## src/rtl/arm_multicycle_ctrl.sv

```systemverilog
// arm_multicycle_ctrl
// Multicycle sequencer for the ARM-subset core: fetches into IR, evaluates the
// condition field against the held NZCV flags and steps the datapath through
// FETCH / DECODE / EXEC_DP / MEM_ADDR / MEM_RD / MEM_WR / WB / BRANCH.
// Memory requests are held until acked; an ack that does not arrive within
// TIMEOUT cycles raises a sticky bus_error and parks the sequencer in HALT.
// Optional feature macro: CTRL_PERF_CNT_EN adds retired_cnt / cycle_cnt.
module arm_multicycle_ctrl #(
  parameter int TIMEOUT = 200,
  parameter int TO_W    = 8
) (
  input  logic       clk,
  input  logic       rst,
  input  logic [3:0] Cond,
  input  logic [1:0] Op,
  input  logic       I,
  input  logic [3:0] OpCode,
  input  logic       S,
  input  logic       P,
  input  logic       U,
  input  logic       W,
  input  logic       L1,
  input  logic       L2,
  input  logic [3:0] Rd,
  input  logic [3:0] alu_nzcv,
  input  logic       imem_ack,
  input  logic       dmem_ack,
  output logic       imem_req,
  output logic       ir_write,
  output logic       dmem_req,
  output logic       dmem_we,
  output logic [3:0] alu_ctrl,
  output logic       alu_src_imm,
  output logic       reg_write,
  output logic       result_src,
  output logic       base_write,
  output logic       link_write,
  output logic       pc_write,
  output logic [1:0] pc_src,
  output logic [3:0] flags,
  output logic       illegal_instr,
  output logic       bus_error
`ifdef CTRL_PERF_CNT_EN
  ,
  output logic [31:0] retired_cnt,
  output logic [31:0] cycle_cnt
`endif
);

  typedef enum logic [3:0] {
    ST_FETCH    = 4'd0,
    ST_DECODE   = 4'd1,
    ST_EXEC_DP  = 4'd2,
    ST_MEM_ADDR = 4'd3,
    ST_MEM_RD   = 4'd4,
    ST_MEM_WR   = 4'd5,
    ST_WB       = 4'd6,
    ST_BRANCH   = 4'd7,
    ST_HALT     = 4'd8
  } state_t;

  localparam logic [3:0] ALU_ADD = 4'b0100;
  localparam logic [3:0] ALU_SUB = 4'b0010;
  localparam logic [TO_W-1:0] TO_LAST = TO_W'(TIMEOUT - 1);

  state_t          state_q, state_d;
  logic [3:0]      flags_q, flags_d;
  logic [TO_W-1:0] wait_cnt_q, wait_cnt_d;
  logic            bus_error_q, bus_error_d;
  logic            cond_pass;
  logic            to_hit;

  // Standard ARM condition evaluation; flags are {N,Z,C,V}.
  function automatic logic eval_cond(input logic [3:0] c, input logic [3:0] f);
    logic n, z, cy, v;
    n  = f[3];
    z  = f[2];
    cy = f[1];
    v  = f[0];
    case (c)
      4'b0000: eval_cond = z;
      4'b0001: eval_cond = ~z;
      4'b0010: eval_cond = cy;
      4'b0011: eval_cond = ~cy;
      4'b0100: eval_cond = n;
      4'b0101: eval_cond = ~n;
      4'b0110: eval_cond = v;
      4'b0111: eval_cond = ~v;
      4'b1000: eval_cond = cy & ~z;
      4'b1001: eval_cond = ~cy | z;
      4'b1010: eval_cond = (n == v);
      4'b1011: eval_cond = (n != v);
      4'b1100: eval_cond = ~z & (n == v);
      4'b1101: eval_cond = z | (n != v);
      4'b1110: eval_cond = 1'b1;
      default: eval_cond = 1'b0;
    endcase
  endfunction

  assign cond_pass = eval_cond(Cond, flags_q);
  assign to_hit    = (wait_cnt_q == TO_LAST);

  // Next-state, flag update and datapath strobes for the current state.
  // Strobes are decoded from the state so that ir_write coincides with
  // imem_ack; while rst is high every strobe is forced low.
  always_comb begin
    state_d       = state_q;
    flags_d       = flags_q;
    wait_cnt_d    = '0;
    bus_error_d   = bus_error_q;
    imem_req      = 1'b0;
    ir_write      = 1'b0;
    dmem_req      = 1'b0;
    dmem_we       = 1'b0;
    alu_ctrl      = 4'b0000;
    alu_src_imm   = 1'b0;
    reg_write     = 1'b0;
    result_src    = 1'b0;
    base_write    = 1'b0;
    link_write    = 1'b0;
    pc_write      = 1'b0;
    pc_src        = 2'b00;
    illegal_instr = 1'b0;

    case (state_q)
      ST_FETCH: begin
        imem_req = 1'b1;
        if (imem_ack) begin
          ir_write = 1'b1;
          state_d  = ST_DECODE;
        end else if (to_hit) begin
          bus_error_d = 1'b1;
          state_d     = ST_HALT;
        end else begin
          wait_cnt_d = wait_cnt_q + 1'b1;
        end
      end

      ST_DECODE: begin
        if (!cond_pass || Op == 2'b11) begin
          // Skipped or illegal instruction: just step the PC.
          pc_write      = 1'b1;
          pc_src        = 2'b00;
          illegal_instr = (Op == 2'b11);
          state_d       = ST_FETCH;
        end else begin
          case (Op)
            2'b00:   state_d = ST_EXEC_DP;
            2'b01:   state_d = ST_MEM_ADDR;
            default: state_d = ST_BRANCH;
          endcase
        end
      end

      ST_EXEC_DP: begin
        alu_ctrl    = OpCode;
        alu_src_imm = I;
        if (OpCode[3:2] == 2'b10) begin
          // TST/TEQ/CMP/CMN: compare only, always update flags.
          reg_write = 1'b0;
          flags_d   = alu_nzcv;
        end else begin
          reg_write = 1'b1;
          if (S) flags_d = alu_nzcv;
        end
        pc_write = 1'b1;
        pc_src   = (Rd == 4'hF) ? 2'b10 : 2'b00;
        state_d  = ST_FETCH;
      end

      ST_MEM_ADDR: begin
        alu_ctrl    = U ? ALU_ADD : ALU_SUB;
        alu_src_imm = ~I;
        base_write  = W | ~P;
        state_d     = L1 ? ST_MEM_RD : ST_MEM_WR;
      end

      ST_MEM_RD, ST_MEM_WR: begin
        dmem_req = 1'b1;
        dmem_we  = ~L1;
        if (dmem_ack) begin
          if (state_q == ST_MEM_RD) begin
            state_d = ST_WB;
          end else begin
            pc_write = 1'b1;
            pc_src   = 2'b00;
            state_d  = ST_FETCH;
          end
        end else if (to_hit) begin
          bus_error_d = 1'b1;
          state_d     = ST_HALT;
        end else begin
          wait_cnt_d = wait_cnt_q + 1'b1;
        end
      end

      ST_WB: begin
        reg_write  = 1'b1;
        result_src = 1'b1;
        pc_write   = 1'b1;
        pc_src     = 2'b00;
        state_d    = ST_FETCH;
      end

      ST_BRANCH: begin
        pc_write   = 1'b1;
        pc_src     = 2'b01;
        link_write = L2;
        state_d    = ST_FETCH;
      end

      default: begin
        // HALT: wait for reset with all strobes idle.
        state_d = ST_HALT;
      end
    endcase

    if (rst) begin
      imem_req      = 1'b0;
      ir_write      = 1'b0;
      dmem_req      = 1'b0;
      dmem_we       = 1'b0;
      alu_ctrl      = 4'b0000;
      alu_src_imm   = 1'b0;
      reg_write     = 1'b0;
      result_src    = 1'b0;
      base_write    = 1'b0;
      link_write    = 1'b0;
      pc_write      = 1'b0;
      pc_src        = 2'b00;
      illegal_instr = 1'b0;
    end
  end

  assign flags     = flags_q;
  assign bus_error = bus_error_q;

`ifdef CTRL_PERF_CNT_EN
  logic [31:0] retired_cnt_q, retired_cnt_d;
  logic [31:0] cycle_cnt_q, cycle_cnt_d;
  logic        retire;

  // An instruction retires on the cycle that returns a passed DP/MEM/BRANCH to FETCH.
  assign retire = (state_q == ST_EXEC_DP) || (state_q == ST_BRANCH) ||
                  (state_q == ST_WB) || (state_q == ST_MEM_WR && dmem_ack);

  // Performance counters, free-running and wrapping.
  always_comb begin
    retired_cnt_d = retired_cnt_q + {31'd0, retire};
    cycle_cnt_d   = cycle_cnt_q + {31'd0, (state_q != ST_HALT)};
  end

  assign retired_cnt = retired_cnt_q;
  assign cycle_cnt   = cycle_cnt_q;
`endif

  // State, flags, wait counter and sticky error registers.
  always_ff @(posedge clk or posedge rst) begin
    if (rst) begin
      state_q       <= ST_FETCH;
      flags_q       <= 4'b0000;
      wait_cnt_q    <= '0;
      bus_error_q   <= 1'b0;
`ifdef CTRL_PERF_CNT_EN
      retired_cnt_q <= 32'd0;
      cycle_cnt_q   <= 32'd0;
`endif
    end else begin
      state_q       <= state_d;
      flags_q       <= flags_d;
      wait_cnt_q    <= wait_cnt_d;
      bus_error_q   <= bus_error_d;
`ifdef CTRL_PERF_CNT_EN
      retired_cnt_q <= retired_cnt_d;
      cycle_cnt_q   <= cycle_cnt_d;
`endif
    end
  end

endmodule

```

## config.mk

```make
export PLATFORM = sky130hd
export DESIGN_NAME = arm_multicycle_ctrl
export DESIGN_NICKNAME = d
export VERILOG_FILES = /design/src/rtl/arm_multicycle_ctrl.sv
export SDC_FILE = /design/constraint.sdc
export NUM_CORES = 1
export LEC_CHECK = 0
export ABC_AREA = 1
export BUFFER_PORTS_ARGS = -buffer_cell sky130_fd_sc_hd__buf_2
export CORE_ASPECT_RATIO = 1.2
export CORE_MARGIN = 2
export CORE_UTILIZATION = 48
export CTS_CLUSTER_SIZE = 10
export DETAILED_ROUTE_END_ITERATION = 8
export GPL_TIMING_DRIVEN = 0
export PLACE_DENSITY_LB_ADDON = 0.12
export REMOVE_ABC_BUFFERS = 1
export SLEW_MARGIN = 20
export SYNTH_ARGS = -nofsm -noshare
export SYNTH_HDL_FRONTEND = slang
export SYNTH_SLANG_ARGS = --single-unit
```

## constraint.sdc

```tcl
create_clock -name clk -period 1.8 [get_ports clk]
set_input_delay 0.18 -clock clk [delete_from_list [all_inputs] [get_ports clk]]
set_output_delay 0.18 -clock clk [all_outputs]
set_load 0.05 [all_outputs]
```

Word-level counts from Yosys, hierarchy flattened
Index checks and enable logic that the tools add are counted.
{"block": "op_classes", "n_bitwise": 12, "addsub": 1, "muxes": 53, "reduce_logical": 11, "eq_ne": 30}
{"cell": "$eq A4 B3 Y1 const B", "n": 8}
{"cell": "$eq A4 B4 Y1 const B", "n": 8}
{"cell": "$mux W1", "n": 29}
{"cell": "$mux W4", "n": 6}
{"cell": "$mux W8", "n": 3}
{"cell": "$pmux W4 S5", "n": 1}
{"cell": "$eq A4 B2 Y1 const B", "n": 4}
{"cell": "$pmux W8 S2", "n": 1}
{"cell": "$pmux W1 S15", "n": 1}
{"cell": "$mux W3", "n": 3}
{"cell": "$add A8 B1 Y8 const B", "n": 1}
{"cell": "$eq A4 B1 Y1 const B", "n": 2}
{"cell": "$eq A8 B8 Y1 const B", "n": 1}
{"cell": "$logic_not A4 Y1", "n": 2}
{"cell": "$pmux W4 S2", "n": 1}
{"cell": "$not A1 Y1", "n": 7}
{"cell": "$pmux W1 S2", "n": 3}
{"cell": "$pmux W3 S2", "n": 1}
{"cell": "$eq A2 B2 Y1 const B", "n": 2}
{"cell": "$mux W2", "n": 2}
{"cell": "$ne A2 B2 Y1 const B", "n": 2}
{"cell": "$pmux W2 S2", "n": 1}
{"cell": "$reduce_bool A2 Y1", "n": 2}
{"cell": "$or A1 B1 Y1", "n": 3}
{"cell": "other kinds (12)", "n": 13}
{"block": "word_totals", "reg_bits": 17, "out_inout_bits": 22, "wordCells": 111, "inputBits": 29}

Depth between registers and ports, before layout
{"block": "logic_depth", "word_depth": 8, "depth_mapped": 11, "mapped_depth_nobuf": 11}

Worst setup path before layout
No wires, ideal clock.
{"block": "synth_path", "path_kind": "input-to-output", "start": "input port rst", "end": "output port pc_src[1]", "path_stages": 3, "setup_slack_ns": -0.647, "required_ns": 1.620, "t_arrival_ns": 2.267, "cell_sequence": "inv_1 nand2_1 nor4_1"}
{"block": "synth_via", "elab_chain_len": 1}
{"item": "start, declared", "line": "13", "source": "input logic rst,"}
{"item": "$mux W2", "line": "218", "source": "if (rst) begin"}
{"item": "end, declared", "line": "39", "source": "output logic [1:0] pc_src,"}
Every way passes these cells.

Worst setup path after layout
{"block": "layout_path", "start": "register flags_q[3] (netlist: flags[3])", "end": "output port pc_write"}
{"block": "layout_via", "elab_chain_len": 8}
{"item": "start, declared", "line": "67", "source": "logic [3:0] flags_q, flags_d;"}
{"item": "start signal, assigned", "line": "270", "source": "flags_q <= flags_d;"}
{"item": "$ne A1 B1 Y1 / $eq A1 B1 Y1 (equally long branches)"}
{"item": "$or A1 B1 Y1 / $and A1 B1 Y1 (equally long branches)", "line": "94, 93"}
{"item": "$pmux W1 S15 (*)", "line": "80", "source": "case (c)"}
{"item": "$logic_not A1 Y1 (*)", "line": "140", "source": "if (!cond_pass || Op == 2'b11) begin"}
{"item": "$logic_or A1 B1 Y1 (*)", "line": "140"}
{"item": "$mux W1 (*)", "line": "140"}
{"item": "$pmux W1 S3 (*)", "line": "125", "source": "case (state_q)"}
{"item": "$mux W1 (*)", "line": "218"}
{"item": "end, declared", "line": "38", "source": "output logic pc_write,"}
Mark *: on every way between the ends. The rest lies on a longest branch, timed or not.

==> results.py <==
metrics = {
    "outcome": {
        "status": "finished with violations",
        "violations": "setup timing",
    },
    "synth": {
        "yosys_warnings": 0,
        "yosys.cell_types.count": 33,
        "synth_compound_area_share_pct": 10.6,
        "synth_top_family_by_area": "simple AND/OR/NAND/NOR gates",
        "netlist_area_um2": 1300,
        "yosys.area_share.simple_pct": 41.5,
        "syn_avg_cell_area_um2": 6.91,
        "synth_fa_ha_area_share_pct": 0.962,
        "muxShareOfSynthArea_pct": 1.15,
        "synth_xor_area_share_pct": 2.02,
        "synth_cells": 188,
        "ys_ff_latch": 17,
        "ys_seq_area_share_pct": 32.7,
    },
    "clock_tree": {
        "clk-insertion-delay-late_ns": 0.29,
        "cts.path.max_buffers": 2,
        "cts_tree": "built",
        "htreeDepth": 1,
        "cts_buffers": 3,
        "ctsHoldBuffers": 0,
        "cts_root_buf": "clkbuf_4",
        "cts_sinks": 17,
        "clk_pin_slew_worst_paths_ns": 0.10,
    },
    "power_and_ir_drop": {
        "power_leakage_uw": 0.000992,
        "p_int_uw": 520,
        "power_density_nw_per_um2": 377,
        "combPwrFrac_pct": 17.3,
        "sw_frac_of_total_pct": 26.9,
        "seqPwrFrac_pct": 53.9,
        "p_clk_share_pct": 28.8,
        "p_total_uw": 711,
        "p_switching_uw": 191,
        "peakVddDrop_mv": 0.575,
    },
    "grt": {
        "grt-busiest-layer": "met2",
        "globalRouteMet3Util_pct": 1.70,
        "grt_max_degree": 23,
        "grt_pass1_wl_mm": 5.33,
        "antenna_found_initial": 0,
        "gr-usage-all-layers_pct": 21.8,
        "globalRouteMet2Util_pct": 44.3,
        "grtUsageMet1_pct": 23.8,
        "grt_overflow_total": 0,
        "grt_pass1_vias": 1311,
    },
    "routing": {
        "via_per_inst": 5.04,
        "vias": 1476,
        "drc": 0,
        "ant_nets": 0,
        "wire_per_inst_um": 11.8,
        "drt_iter0_markers": 40,
        "wirelength_mm": 3.46,
        "drt_pass1_iterations": 5,
    },
    "timing": {
        "grt_setup_unrepaired": "yes",
        "worstMarginPinSlew_ns": 0.452,
        "fin_skew_ns": 0.00126,
        "worst_slack_ns": -0.0898,
        "fin_crit_ns": 1.89,
        "finalCritPeriodShare_pct": 105,
        "slew_viol_final": 0,
        "relSlewSlack_pct": 69.8,
        "fmax_mhz": 529,
        "hold_viol": 0,
        "final-setup-viol-count": 5,
    },
    "critical_path": {
        "reg2reg_to": "state_q[0]",
        "worstSetupStartpoint": "flags[3]",
        "worstSetupPathDepth": 12,
        "r2r_start": "flags[3]",
        "ff2ff_setup_slack_ns": -0.04,
        "crit_type": "reg -> out",
        "cp-endpoint": "pc_write",
        "worstPathMaxFanout": 4,
        "path_common_cell": "nand2_1",
        "cpLargestDelayFamily": "simple AND/OR/NAND/NOR gates",
        "crit_arrival_ns": 1.71,
        "worstPathCellList": "inv_2, nand2_2, nand2_2, nand2_2, nand2_1, nand2_1, nand2_1, nand3_2, nand2_1, nand2_1, a21oi_2, buf_6",
        "critPathLaunchType": "flip-flop",
        "required_ns": 1.62,
        "reg2regPathDepth": 15,
        "critPathCaptureType": "output pin",
        "crit_buf_inv": 2,
        "slowest_stage": "dfrtp_1",
        "max_stage_delay_ns": 0.43,
    },
    "die": {
        "die_h_um": 61.0,
        "die_w_um": 51.5,
        "ioPinCount": 51,
        "start_util_pct": 50.9,
        "num_rows": 20,
        "die-area_um2": 3140,
        "fp.coreArea_um2": 2550,
    },
    "finish": {
        "postLayoutCoreUtil_pct": 74.0,
        "antenna_cells": 0,
        "drive_gt1_share_pct": 46.5,
        "final_cell_mix": "buf_2 (40), nand2_1 (30), buf_4 (25)",
        "fin_nets": 291,
        "final_common_cell": "buf_2",
        "syn2layout_area_growth_pct": 45.2,
    },
    "placed_design": {
        "dp_hpwl_mm": 2.45,
        "gp_congestion": 0.789,
        "port_buffers": 50,
    },
    "job": {
        "cap_violations": 0,
    },
    "min_path": {
        "hp-class": "in -> async",
    },
}
[metal layers]
layer / wire, um / up-vias
li1: - / 752
met1: 1380 / 686
met2: 1890 / 34
met3: 151 / 4
met4: 31 / 0
met5: 0 / -
[through the flow]
stage	setup TNS (ns)	hold slack, ns	cell area (um^2)	worst slack, ns	instances
after floorplan	-2.10	0.146	1280	-0.647	184
after global placement	-0.0247	0.426	1570	-0.0247	267
after detailed placement	-0.169	0.427	1570	-0.0668	267
after CTS	-0.144	0.0152	1740	-0.102	282
after global routing	-1.03	0.0344	1890	-0.241	293
final	-0.211	0.00138	1890	-0.0898	293
[registers in the layout (all words and copies together) (netlist names)]
register / cells
state_q: 4
bus_error: 1
flags: 4
wait_cnt_q: 8
[power groups by stage]
| stage | registers [uW] | logic (uW) | clock network [uW] |
|---|---|---|---|
| floorplan | 395 | 41.8 | 0 |
| global placement | 391 | 94.5 | 0 |
| detailed placement | 391 | 97.0 | 0 |
| CTS | 383 | 119 | 206 |
| global route | 383 | 136 | 222 |
| finish | 383 | 123 | 205 |
[cell usage after synthesis]
cell / n / share of area, %
nand2_1: 35 / 10
inv_1: 28 / 8.1
nor2_1: 28 / 8.1
dfrtp_1: 17 / 33
nand3_1: 17 / 6.5
a21oi_1: 10 / 3.9
o21ai_0: 5 / 1.9
inv_2: 4 / 1.2
nand4_1: 4 / 1.9
nand3_2: 3 / 2.3
nor3_1: 3 / 1.2
xor2_1: 3 / 2.0
a21oi_2: 2 / 1.3
a31oi_1: 2 / 0.96
buf_4: 2 / 1.2
nand2_2: 2 / 0.96
nand2_4: 2 / 1.7
nor2_2: 2 / 0.96
nor2_4: 2 / 1.7
nor3_2: 2 / 1.5
nor3b_1: 2 / 1.2
o21ai_1: 2 / 0.77
buf_2: 1 / 0.38
clkbuf_1: 1 / 0.29
ha_1: 1 / 0.96
mux2_4: 1 / 1.2
nand3b_1: 1 / 0.58
nor3_4: 1 / 1.3
nor4_1: 1 / 0.48
nor4_2: 1 / 0.96
o21ai_2: 1 / 0.67
o21bai_1: 1 / 0.58
o22ai_1: 1 / 0.48
[timing repair]
action,in CTS,in global routing
pin swaps,8,13
gates resized for setup,25,20
gates cloned,0,0
endpoints found under the setup margin,11,13
setup buffers,11,11
[final cells by class]
| type | count | area [um^2] |
|---|---|---|
| multi-input cells | 135 | 788 |
| fillers | 196 | 664 |
| repair buffers | 72 | 475 |
| flip-flops and latches | 17 | 429 |
| inverters | 32 | 126 |
| well taps | 33 | 41.3 |
| clock buffers | 3 | 22.5 |
| clock inverters | 1 | 5.00 |
[worst min path at each step]
stage	endpoint	slack, ns
after global routing	wait_cnt_q[5]	0.03
after global placement	flags[2]	0.43
after floorplan	bus_error	0.15
after detailed placement	flags[2]	0.43
final	state_q[3]	0.001
after CTS	flags[2]	0.02
[kinds of logic after synthesis]
kind of cell    Yosys count
simple gates            106
flops                    17
compound gates           24
xor+xnor                  3
mux                       1
buf+inv                  36
fa+ha+maj                 1
(Power assumes the default switching activity.)
